==> src/rtl/pipe_ctrl_if.sv <==
// Handshake bundle between the WISC-SP13 pipeline datapath and the stall/flush
// sequencer. The datapath side is the master; pipe_ctrl is the slave.
interface pipe_ctrl_if #(
    parameter int unsigned CNT_W = 16
) ();

    // Decode-stage instruction
    logic [2:0]       RegisterRs_fd;
    logic [2:0]       RegisterRt_fd;
    logic             Rs_used_fd;
    logic             Rt_used_fd;
    logic             is_branch_fd;
    logic             halt_fd;
    logic             branch_taken;

    // Execute-stage instruction
    logic             MemRead_dx;
    logic             RegWrite_dx;
    logic [2:0]       RegisterRd_dx;

    // Memory-stage instruction
    logic             MemRead_xm;
    logic             RegWrite_xm;
    logic [2:0]       RegisterRd_xm;

    // Memory wait requests
    logic             imem_stall;
    logic             dmem_stall;

    // Pipeline register controls
    logic             pc_write;
    logic             fd_write;
    logic             fd_flush;
    logic             dx_bubble;
    logic             pipe_freeze;
    logic             halted;

    // Performance counters
    logic [CNT_W-1:0] stall_cycles;
    logic [CNT_W-1:0] flush_count;

    modport master (
        output RegisterRs_fd, RegisterRt_fd, Rs_used_fd, Rt_used_fd,
               is_branch_fd, halt_fd, branch_taken,
               MemRead_dx, RegWrite_dx, RegisterRd_dx,
               MemRead_xm, RegWrite_xm, RegisterRd_xm,
               imem_stall, dmem_stall,
        input  pc_write, fd_write, fd_flush, dx_bubble, pipe_freeze, halted,
               stall_cycles, flush_count
    );

    modport slave (
        input  RegisterRs_fd, RegisterRt_fd, Rs_used_fd, Rt_used_fd,
               is_branch_fd, halt_fd, branch_taken,
               MemRead_dx, RegWrite_dx, RegisterRd_dx,
               MemRead_xm, RegWrite_xm, RegisterRd_xm,
               imem_stall, dmem_stall,
        output pc_write, fd_write, fd_flush, dx_bubble, pipe_freeze, halted,
               stall_cycles, flush_count
    );

endinterface

==> src/rtl/pipe_ctrl.sv <==
// Pipeline stall/flush sequencer for the 5-stage WISC-SP13 core.
// Decides each cycle whether PC/FD/DX/XM/MW advance, hold, bubble or flush,
// drains HALT to retirement and keeps saturating stall/flush counters.
// All pipeline controls are Mealy; state, drain counter and counters are registered.
module pipe_ctrl #(
    parameter int unsigned DRAIN_CYCLES = 3,
    parameter int unsigned CNT_W        = 16
) (
    input logic         clk,
    input logic         rst,
    pipe_ctrl_if.slave  bus
);

    // Wide enough to hold DRAIN_CYCLES-1
    localparam int unsigned DrainW = (DRAIN_CYCLES > 2) ? $clog2(DRAIN_CYCLES) : 1;
    localparam logic [DrainW-1:0] DrainInit = DrainW'(DRAIN_CYCLES - 1);

    typedef enum logic [1:0] {
        StRun    = 2'd0,
        StDrain  = 2'd1,
        StHalted = 2'd2
    } state_e;

    state_e            stateQ, stateD;
    logic [DrainW-1:0] drainCntQ, drainCntD;
    logic [CNT_W-1:0]  stallCntQ, flushCntQ;

    logic ldUse;
    logic brDep;
    logic pcWrite;
    logic fdWrite;
    logic fdFlush;
    logic dxBubble;
    logic pipeFreeze;
    logic countStall;
    logic countFlush;

    // Hazard detection; register 0 is deliberately treated like any other register
    always_comb begin
        ldUse = bus.MemRead_dx & bus.RegWrite_dx &
                ((bus.Rs_used_fd & (bus.RegisterRd_dx == bus.RegisterRs_fd)) |
                 (bus.Rt_used_fd & (bus.RegisterRd_dx == bus.RegisterRt_fd)));
        brDep = bus.is_branch_fd & bus.MemRead_xm & bus.RegWrite_xm &
                (bus.RegisterRd_xm == bus.RegisterRs_fd);
    end

    // Next-state, drain countdown and Mealy pipeline controls
    always_comb begin
        stateD     = stateQ;
        drainCntD  = drainCntQ;
        pcWrite    = 1'b1;
        fdWrite    = 1'b1;
        fdFlush    = 1'b0;
        dxBubble   = 1'b0;
        pipeFreeze = 1'b0;
        countStall = 1'b0;
        countFlush = 1'b0;

        if (!rst) begin
            unique case (stateQ)
                StRun: begin
                    if (bus.dmem_stall) begin
                        // MEM cannot complete: hold the whole pipe, no bubble
                        pipeFreeze = 1'b1;
                        pcWrite    = 1'b0;
                        fdWrite    = 1'b0;
                    end else if (ldUse || brDep) begin
                        pcWrite  = 1'b0;
                        fdWrite  = 1'b0;
                        dxBubble = 1'b1;
                    end else if (bus.imem_stall) begin
                        // Decode re-resolves its branch once fetch catches up
                        pcWrite  = 1'b0;
                        fdWrite  = 1'b0;
                        dxBubble = 1'b1;
                    end else if (bus.halt_fd) begin
                        // HALT moves into DX while FD is squashed behind it
                        pcWrite   = 1'b0;
                        fdFlush   = 1'b1;
                        stateD    = StDrain;
                        drainCntD = DrainInit;
                    end else if (bus.branch_taken) begin
                        fdFlush    = 1'b1;
                        countFlush = 1'b1;
                    end
                    countStall = ~pcWrite;
                end
                StDrain: begin
                    pcWrite = 1'b0;
                    fdWrite = 1'b0;
                    fdFlush = 1'b1;
                    if (bus.dmem_stall) begin
                        pipeFreeze = 1'b1;
                    end else if (drainCntQ == '0) begin
                        stateD = StHalted;
                    end else begin
                        drainCntD = drainCntQ - 1'b1;
                    end
                end
                StHalted: begin
                    pcWrite    = 1'b0;
                    fdWrite    = 1'b0;
                    dxBubble   = 1'b1;
                    pipeFreeze = 1'b1;
                end
                default: begin
                    stateD = StRun;
                end
            endcase
        end
    end

    // State and drain counter registers
    always_ff @(posedge clk) begin
        if (rst) begin
            stateQ    <= StRun;
            drainCntQ <= '0;
        end else begin
            stateQ    <= stateD;
            drainCntQ <= drainCntD;
        end
    end

    // Saturating performance counters
    always_ff @(posedge clk) begin
        if (rst) begin
            stallCntQ <= '0;
            flushCntQ <= '0;
        end else begin
            if (countStall && (stallCntQ != '1)) begin
                stallCntQ <= stallCntQ + 1'b1;
            end
            if (countFlush && (flushCntQ != '1)) begin
                flushCntQ <= flushCntQ + 1'b1;
            end
        end
    end

    // Output drive
    always_comb begin
        bus.pc_write     = pcWrite;
        bus.fd_write     = fdWrite;
        bus.fd_flush     = fdFlush;
        bus.dx_bubble    = dxBubble;
        bus.pipe_freeze  = pipeFreeze;
        bus.halted       = (stateQ == StHalted);
        bus.stall_cycles = stallCntQ;
        bus.flush_count  = flushCntQ;
    end

    // Once halted, only reset leaves HALTED
    haltedSticky: assert property (@(posedge clk) disable iff (rst)
        (stateQ == StHalted) |=> (stateQ == StHalted));

endmodule

==> src/flat_wrapper.sv <==
// flat-port wrapper written by rule: the top's interface ports become plain ports
module pipe_ctrl_flat 
#(
    parameter int unsigned DRAIN_CYCLES = 3,
    parameter int unsigned CNT_W        = 16
)
  (clk, rst, bus_RegisterRs_fd, bus_RegisterRt_fd, bus_Rs_used_fd, bus_Rt_used_fd, bus_is_branch_fd, bus_halt_fd, bus_branch_taken, bus_MemRead_dx, bus_RegWrite_dx, bus_RegisterRd_dx, bus_MemRead_xm, bus_RegWrite_xm, bus_RegisterRd_xm, bus_imem_stall, bus_dmem_stall, bus_pc_write, bus_fd_write, bus_fd_flush, bus_dx_bubble, bus_pipe_freeze, bus_halted, bus_stall_cycles, bus_flush_count);
  pipe_ctrl_if #(.CNT_W(CNT_W)) bus_i ();
  input logic clk;
  input logic rst;
  input wire logic [$bits(bus_i.RegisterRs_fd)-1:0] bus_RegisterRs_fd;
  input wire logic [$bits(bus_i.RegisterRt_fd)-1:0] bus_RegisterRt_fd;
  input wire logic [$bits(bus_i.Rs_used_fd)-1:0] bus_Rs_used_fd;
  input wire logic [$bits(bus_i.Rt_used_fd)-1:0] bus_Rt_used_fd;
  input wire logic [$bits(bus_i.is_branch_fd)-1:0] bus_is_branch_fd;
  input wire logic [$bits(bus_i.halt_fd)-1:0] bus_halt_fd;
  input wire logic [$bits(bus_i.branch_taken)-1:0] bus_branch_taken;
  input wire logic [$bits(bus_i.MemRead_dx)-1:0] bus_MemRead_dx;
  input wire logic [$bits(bus_i.RegWrite_dx)-1:0] bus_RegWrite_dx;
  input wire logic [$bits(bus_i.RegisterRd_dx)-1:0] bus_RegisterRd_dx;
  input wire logic [$bits(bus_i.MemRead_xm)-1:0] bus_MemRead_xm;
  input wire logic [$bits(bus_i.RegWrite_xm)-1:0] bus_RegWrite_xm;
  input wire logic [$bits(bus_i.RegisterRd_xm)-1:0] bus_RegisterRd_xm;
  input wire logic [$bits(bus_i.imem_stall)-1:0] bus_imem_stall;
  input wire logic [$bits(bus_i.dmem_stall)-1:0] bus_dmem_stall;
  output wire logic [$bits(bus_i.pc_write)-1:0] bus_pc_write;
  output wire logic [$bits(bus_i.fd_write)-1:0] bus_fd_write;
  output wire logic [$bits(bus_i.fd_flush)-1:0] bus_fd_flush;
  output wire logic [$bits(bus_i.dx_bubble)-1:0] bus_dx_bubble;
  output wire logic [$bits(bus_i.pipe_freeze)-1:0] bus_pipe_freeze;
  output wire logic [$bits(bus_i.halted)-1:0] bus_halted;
  output wire logic [$bits(bus_i.stall_cycles)-1:0] bus_stall_cycles;
  output wire logic [$bits(bus_i.flush_count)-1:0] bus_flush_count;
  assign bus_i.RegisterRs_fd = bus_RegisterRs_fd;
  assign bus_i.RegisterRt_fd = bus_RegisterRt_fd;
  assign bus_i.Rs_used_fd = bus_Rs_used_fd;
  assign bus_i.Rt_used_fd = bus_Rt_used_fd;
  assign bus_i.is_branch_fd = bus_is_branch_fd;
  assign bus_i.halt_fd = bus_halt_fd;
  assign bus_i.branch_taken = bus_branch_taken;
  assign bus_i.MemRead_dx = bus_MemRead_dx;
  assign bus_i.RegWrite_dx = bus_RegWrite_dx;
  assign bus_i.RegisterRd_dx = bus_RegisterRd_dx;
  assign bus_i.MemRead_xm = bus_MemRead_xm;
  assign bus_i.RegWrite_xm = bus_RegWrite_xm;
  assign bus_i.RegisterRd_xm = bus_RegisterRd_xm;
  assign bus_i.imem_stall = bus_imem_stall;
  assign bus_i.dmem_stall = bus_dmem_stall;
  assign bus_pc_write = bus_i.pc_write;
  assign bus_fd_write = bus_i.fd_write;
  assign bus_fd_flush = bus_i.fd_flush;
  assign bus_dx_bubble = bus_i.dx_bubble;
  assign bus_pipe_freeze = bus_i.pipe_freeze;
  assign bus_halted = bus_i.halted;
  assign bus_stall_cycles = bus_i.stall_cycles;
  assign bus_flush_count = bus_i.flush_count;
  pipe_ctrl #(.DRAIN_CYCLES(DRAIN_CYCLES), .CNT_W(CNT_W)) u_core (.clk(clk), .rst(rst), .bus(bus_i));
endmodule
==> config.mk <==
export PLATFORM = sky130hd
export DESIGN_NAME = pipe_ctrl_flat
export DESIGN_NICKNAME = d
export VERILOG_FILES = /design/src/rtl/pipe_ctrl_if.sv /design/src/rtl/pipe_ctrl.sv /design/src/flat_wrapper.sv
export SDC_FILE = /design/constraint.sdc
export NUM_CORES = 1
export LEC_CHECK = 0
export ABC_AREA = 1
export ABC_CLOCK_PERIOD_IN_PS = 3700
export CAP_MARGIN = 20
export CELL_PAD_IN_SITES_DETAIL_PLACEMENT = 1
export CELL_PAD_IN_SITES_GLOBAL_PLACEMENT = 2
export CORE_MARGIN = 10
export CORE_UTILIZATION = 27
export CTS_CLUSTER_DIAMETER = 120
export DETAILED_ROUTE_END_ITERATION = 16
export HOLD_SLACK_MARGIN = 0.1
export PLACE_DENSITY_LB_ADDON = 0.1
export RECOVER_POWER = 100
export SKIP_CTS_REPAIR_TIMING = 1
export SLEW_MARGIN = 20
export SYNTH_ARGS = -nofsm -noshare
export SYNTH_HDL_FRONTEND = slang
export SYNTH_SLANG_ARGS = --single-unit
export TNS_END_PERCENT = 20
==> constraint.sdc <==
create_clock -name clk -period 3.7 [get_ports clk]
set_input_delay 0.555 -clock clk [delete_from_list [all_inputs] [get_ports clk]]
set_output_delay 0.555 -clock clk [all_outputs]
set_load 0.005 [all_outputs]
==> impl_metrics.py <==
metrics = {
    "pwr": {
        "p_int_w": 0.000626,
        "ir_drop_v": 0.000151,
        "p_sw_share_pct": 32.3,
        "p_switching_w": 0.000298,
        "power_density_nw_per_um2": 287,
        "power.clock.fraction_pct": 31.1,
        "p_leak_nw": 1.45,
        "combPwrFrac_pct": 24.5,
        "power.share.sequential_pct": 44.4,
    },
    "job": {
        "drv_cap": 0,
    },
    "sta": {
        "fin_worst_skew_ns": 0.0139,
        "rsz0062_at_grt": "false",
        "setup-violations-final": 0,
        "fin_setup_tns_ns": 0,
        "tightest_slew_ns": 1.22,
        "fin_crit_sh_pct": 89.4,
        "slew_headroom_pct": 18.9,
        "slew_violations": 0,
        "final.min_clock_period_ns": 3.31,
        "max_freq_mhz": 302,
        "hold_viol_final": 0,
        "setup_slack_ns": 0.391,
        "fin_hold_ws_ns": 0.462,
    },
    "die": {
        "core-area_um2": 8760,
        "boundaryPins": 63,
        "start_util_pct": 27.8,
        "die_height_um": 115,
        "dieWidth_um": 115,
        "row_count": 34,
        "die_area_um2": 13200,
    },
    "logic_synthesis": {
        "synth_edf_count": 0,
        "yosysUniqueCellTypes": 30,
        "ys_async_sr_fraction_pct": 0,
        "syn-cell-area_um2": 2440,
        "syn_inst": 383,
        "yosys.area.top_type": "dfxtp_1",
        "yosysMostFrequentCell": "nand2_1",
        "yosys-top-cells-area": "dfxtp_1 30%, nand2_1 14%, nor2_1 9.1%",
        "ys.flop_type": "dfxtp_1",
        "syn-num-nets": 414,
        "yosys_register_bits": 36,
        "synth_top_area_share_pct": 29.6,
        "synth-seq-area-share_pct": 29.6,
        "yosysWarnings": 0,
        "synthTopCellsByCount": "90 x nand2_1, 59 x nor2_1, 49 x inv_1",
        "syn_area_per_cell_um2": 6.37,
    },
    "critical_path": {
        "worstPathCellList": "dlygate4sd3_1 -> inv_1 -> nand2_1 -> nand2_1 -> nor2_1 -> nand2_1 -> nand2_1 -> nand2_2 -> nand3_1 -> nor2_1 -> o21ai_0 -> a21oi_1 -> clkdlybuf4s50_1",
        "crit_arrival_ns": 2.75,
        "rr_startpoint": "u_core.stateQ[1]$_SDFFE_PP0P_",
        "cp_max_fo": 4,
        "slowest_delay_ns": 0.59,
        "cp-end-kind": "output port",
        "reg2reg_slack_ns": 1.06,
        "worstSetupStartpointType": "input port",
        "setup.worst_path.start": "bus_RegisterRd_dx[1]",
        "reg2reg_depth": 10,
        "path_class": "input port to output port",
        "cp_slowest_cell": "dlygate4sd3_1",
        "critPathRequiredTime_ns": 3.14,
        "crit_top_cell": "nand2_1",
        "reg2reg_to": "u_core.bus.flush_count[13]$_SDFFE_PP0P_",
        "crit_end": "bus_fd_flush",
    },
    "placement": {
        "place_area_um2": 3150,
        "gp_congestion": 0.770,
        "io_buffers": 62,
        "dp_hpwl_um": 5910,
        "dp_cells": 545,
        "pre_cts_ws_ns": 0.441,
    },
    "detailed_routing": {
        "wl_per_cell_um": 13.8,
        "drc": 0,
        "dr_total_vias": 2583,
        "drt_iter0_markers": 64,
        "avgViaCountPerCell": 4.67,
        "first_pass_iters": 4,
        "routed_wl_um": 7640,
        "ant_nets": 0,
    },
    "hold_path": {
        "hold_path.class": "register to register",
        "hp-start": "u_core.drainCntQ[1]$_SDFFE_PP0P_",
    },
    "finish": {
        "area_delta_synth_final_pct": 32.1,
        "final_area_um2": 3220,
        "antenna-diode-count": 0,
        "drive_gt1_share_pct": 6.07,
        "final_cells": 553,
        "final_net_count": 475,
    },
    "clock_tree": {
        "cts_tree": "yes",
        "clk_latency_ns": 0.29,
        "path_clk_slew_ns": 0.08,
        "numCtsBuffers": 5,
        "clockBufferDepth": 2,
        "root_buffer": "clkbuf_8",
        "htree_levels": 2,
        "cts.sinks": 36,
    },
    "global_route": {
        "grt_pass1_wl_um": 12900,
        "grt_max_degree": 30,
        "grt_antenna_before_repair": 0,
        "grt_pass1_vias": 2691,
        "gr-total-overflow": 0,
        "track_usage_pct": 11.7,
    },
    "outcome": {
        "status": "finished, final reports clean",
    },
}
## routing by layer
metal	vias up	part of all wire, %	track usage (%)
li1	1345	-	-
met1	1199	44	13.6
met2	34	50	20.6
met3	5	5.4	3.70
met4	0	0.73	2.72
met5	-	0	0
## cells by family (layout without fill, tap and decap cells)
group,count (synthesis),in the layout,share of synthesized area (%)
AOI/OAI and AO/OA,44,44,9.24
adders and majority gates,6,6,3.08
xor gates and xnor gates,14,14,5.03
buffers and inverters,66,128,11.4
and+or+nand+nor,217,217,41.7
DFF,36,36,29.6
## critical path: cells and delay by family
kind | cells | cell delay [ns]
simple gates | 8 | 0.69
compound gates | 2 | 0.33
buf+inv | 3 | 1.18
## through the flow
| step | util [%] | total power [W] |
|---|---|---|
| after floorplan | - | 0.000555 |
| after global placement | 35.9 | 0.000653 |
| after detailed placement | 35.9 | 0.000657 |
| after CTS | 36.9 | 0.000954 |
| after global routing | 36.8 | 0.000989 |
| final | 36.8 | 0.000924 |
## how the worst min path moves through the flow
stage / endpoint / slack (ns) / depth (start not counted)
6_report: u_core.drainCntQ[1]$_SDFFE_PP0P_ / 0.46 / 2
5_1_grt: u_core.drainCntQ[1]$_SDFFE_PP0P_ / 0.50 / 2
4_1_cts: u_core.drainCntQ[1]$_SDFFE_PP0P_ / 0.47 / 2
3_5_place_dp: u_core.drainCntQ[1]$_SDFFE_PP0P_ / 0.45 / 2
3_3_place_gp: u_core.drainCntQ[1]$_SDFFE_PP0P_ / 0.45 / 2
2_1_floorplan: u_core.drainCntQ[1]$_SDFFE_PP0P_ / 0.44 / 2
## cell usage in the layout, fill, tap and decap left out, types with 2 or more instances in the layout
| cell | Yosys | layout |
|---|---|---|
| a21oi_1 | 33 | 33 |
| buf_4 | 1 | 3 |
| clkbuf_8 | 0 | 5 |
| clkdlybuf4s50_1 | 0 | 25 |
| clkinv_2 | 0 | 2 |
| dfxtp_1 | 36 | 36 |
| dlygate4sd3_1 | 0 | 37 |
| ha_1 | 6 | 6 |
| inv_1 | 49 | 49 |
| inv_2 | 4 | 4 |
| nand2_1 | 90 | 90 |
| nand2_2 | 2 | 2 |
| nand3_1 | 30 | 31 |
| nand4_1 | 17 | 18 |
| nand4_2 | 3 | 2 |
| nand4_4 | 2 | 2 |
| nor2_1 | 59 | 59 |
| nor2_2 | 2 | 2 |
| nor2_4 | 3 | 3 |
| nor3_1 | 3 | 3 |
| o21ai_0 | 9 | 9 |
| xnor2_1 | 8 | 8 |
| xor2_1 | 6 | 6 |
## power groups by stage
| stage | Sequential [W] | Clock (W) | Combinational (W) |
|---|---|---|---|
| 3_3_place_gp | 0.000420 | 0 | 0.000233 |
| 6_report | 0.000410 | 0.000288 | 0.000226 |
| 2_1_floorplan | 0.000418 | 0 | 0.000137 |
| 3_5_place_dp | 0.000420 | 0 | 0.000237 |
| 4_1_cts | 0.000411 | 0.000305 | 0.000238 |
| 5_1_grt | 0.000413 | 0.000319 | 0.000256 |
## cell type report
cell class / instances / area (um2)
Timing Repair Buffer: 66 / 647
Tap cell: 108 / 135
Inverter: 54 / 203
Sequential cell: 36 / 721
Clock inverter: 3 / 18.8
Fill cell: 1157 / 5540
Multi-Input combinational cell: 281 / 1430
Clock buffer: 5 / 68.8
## flip-flops by register name, summed over array words and instances, names as in the netlist
signal and cells:
u_core.bus.stall_cycles 16, u_core.bus.flush_count 16, u_core.drainCntQ 2, u_core.stateQ 2
Note: power is estimated with default switching activity, not from simulation.
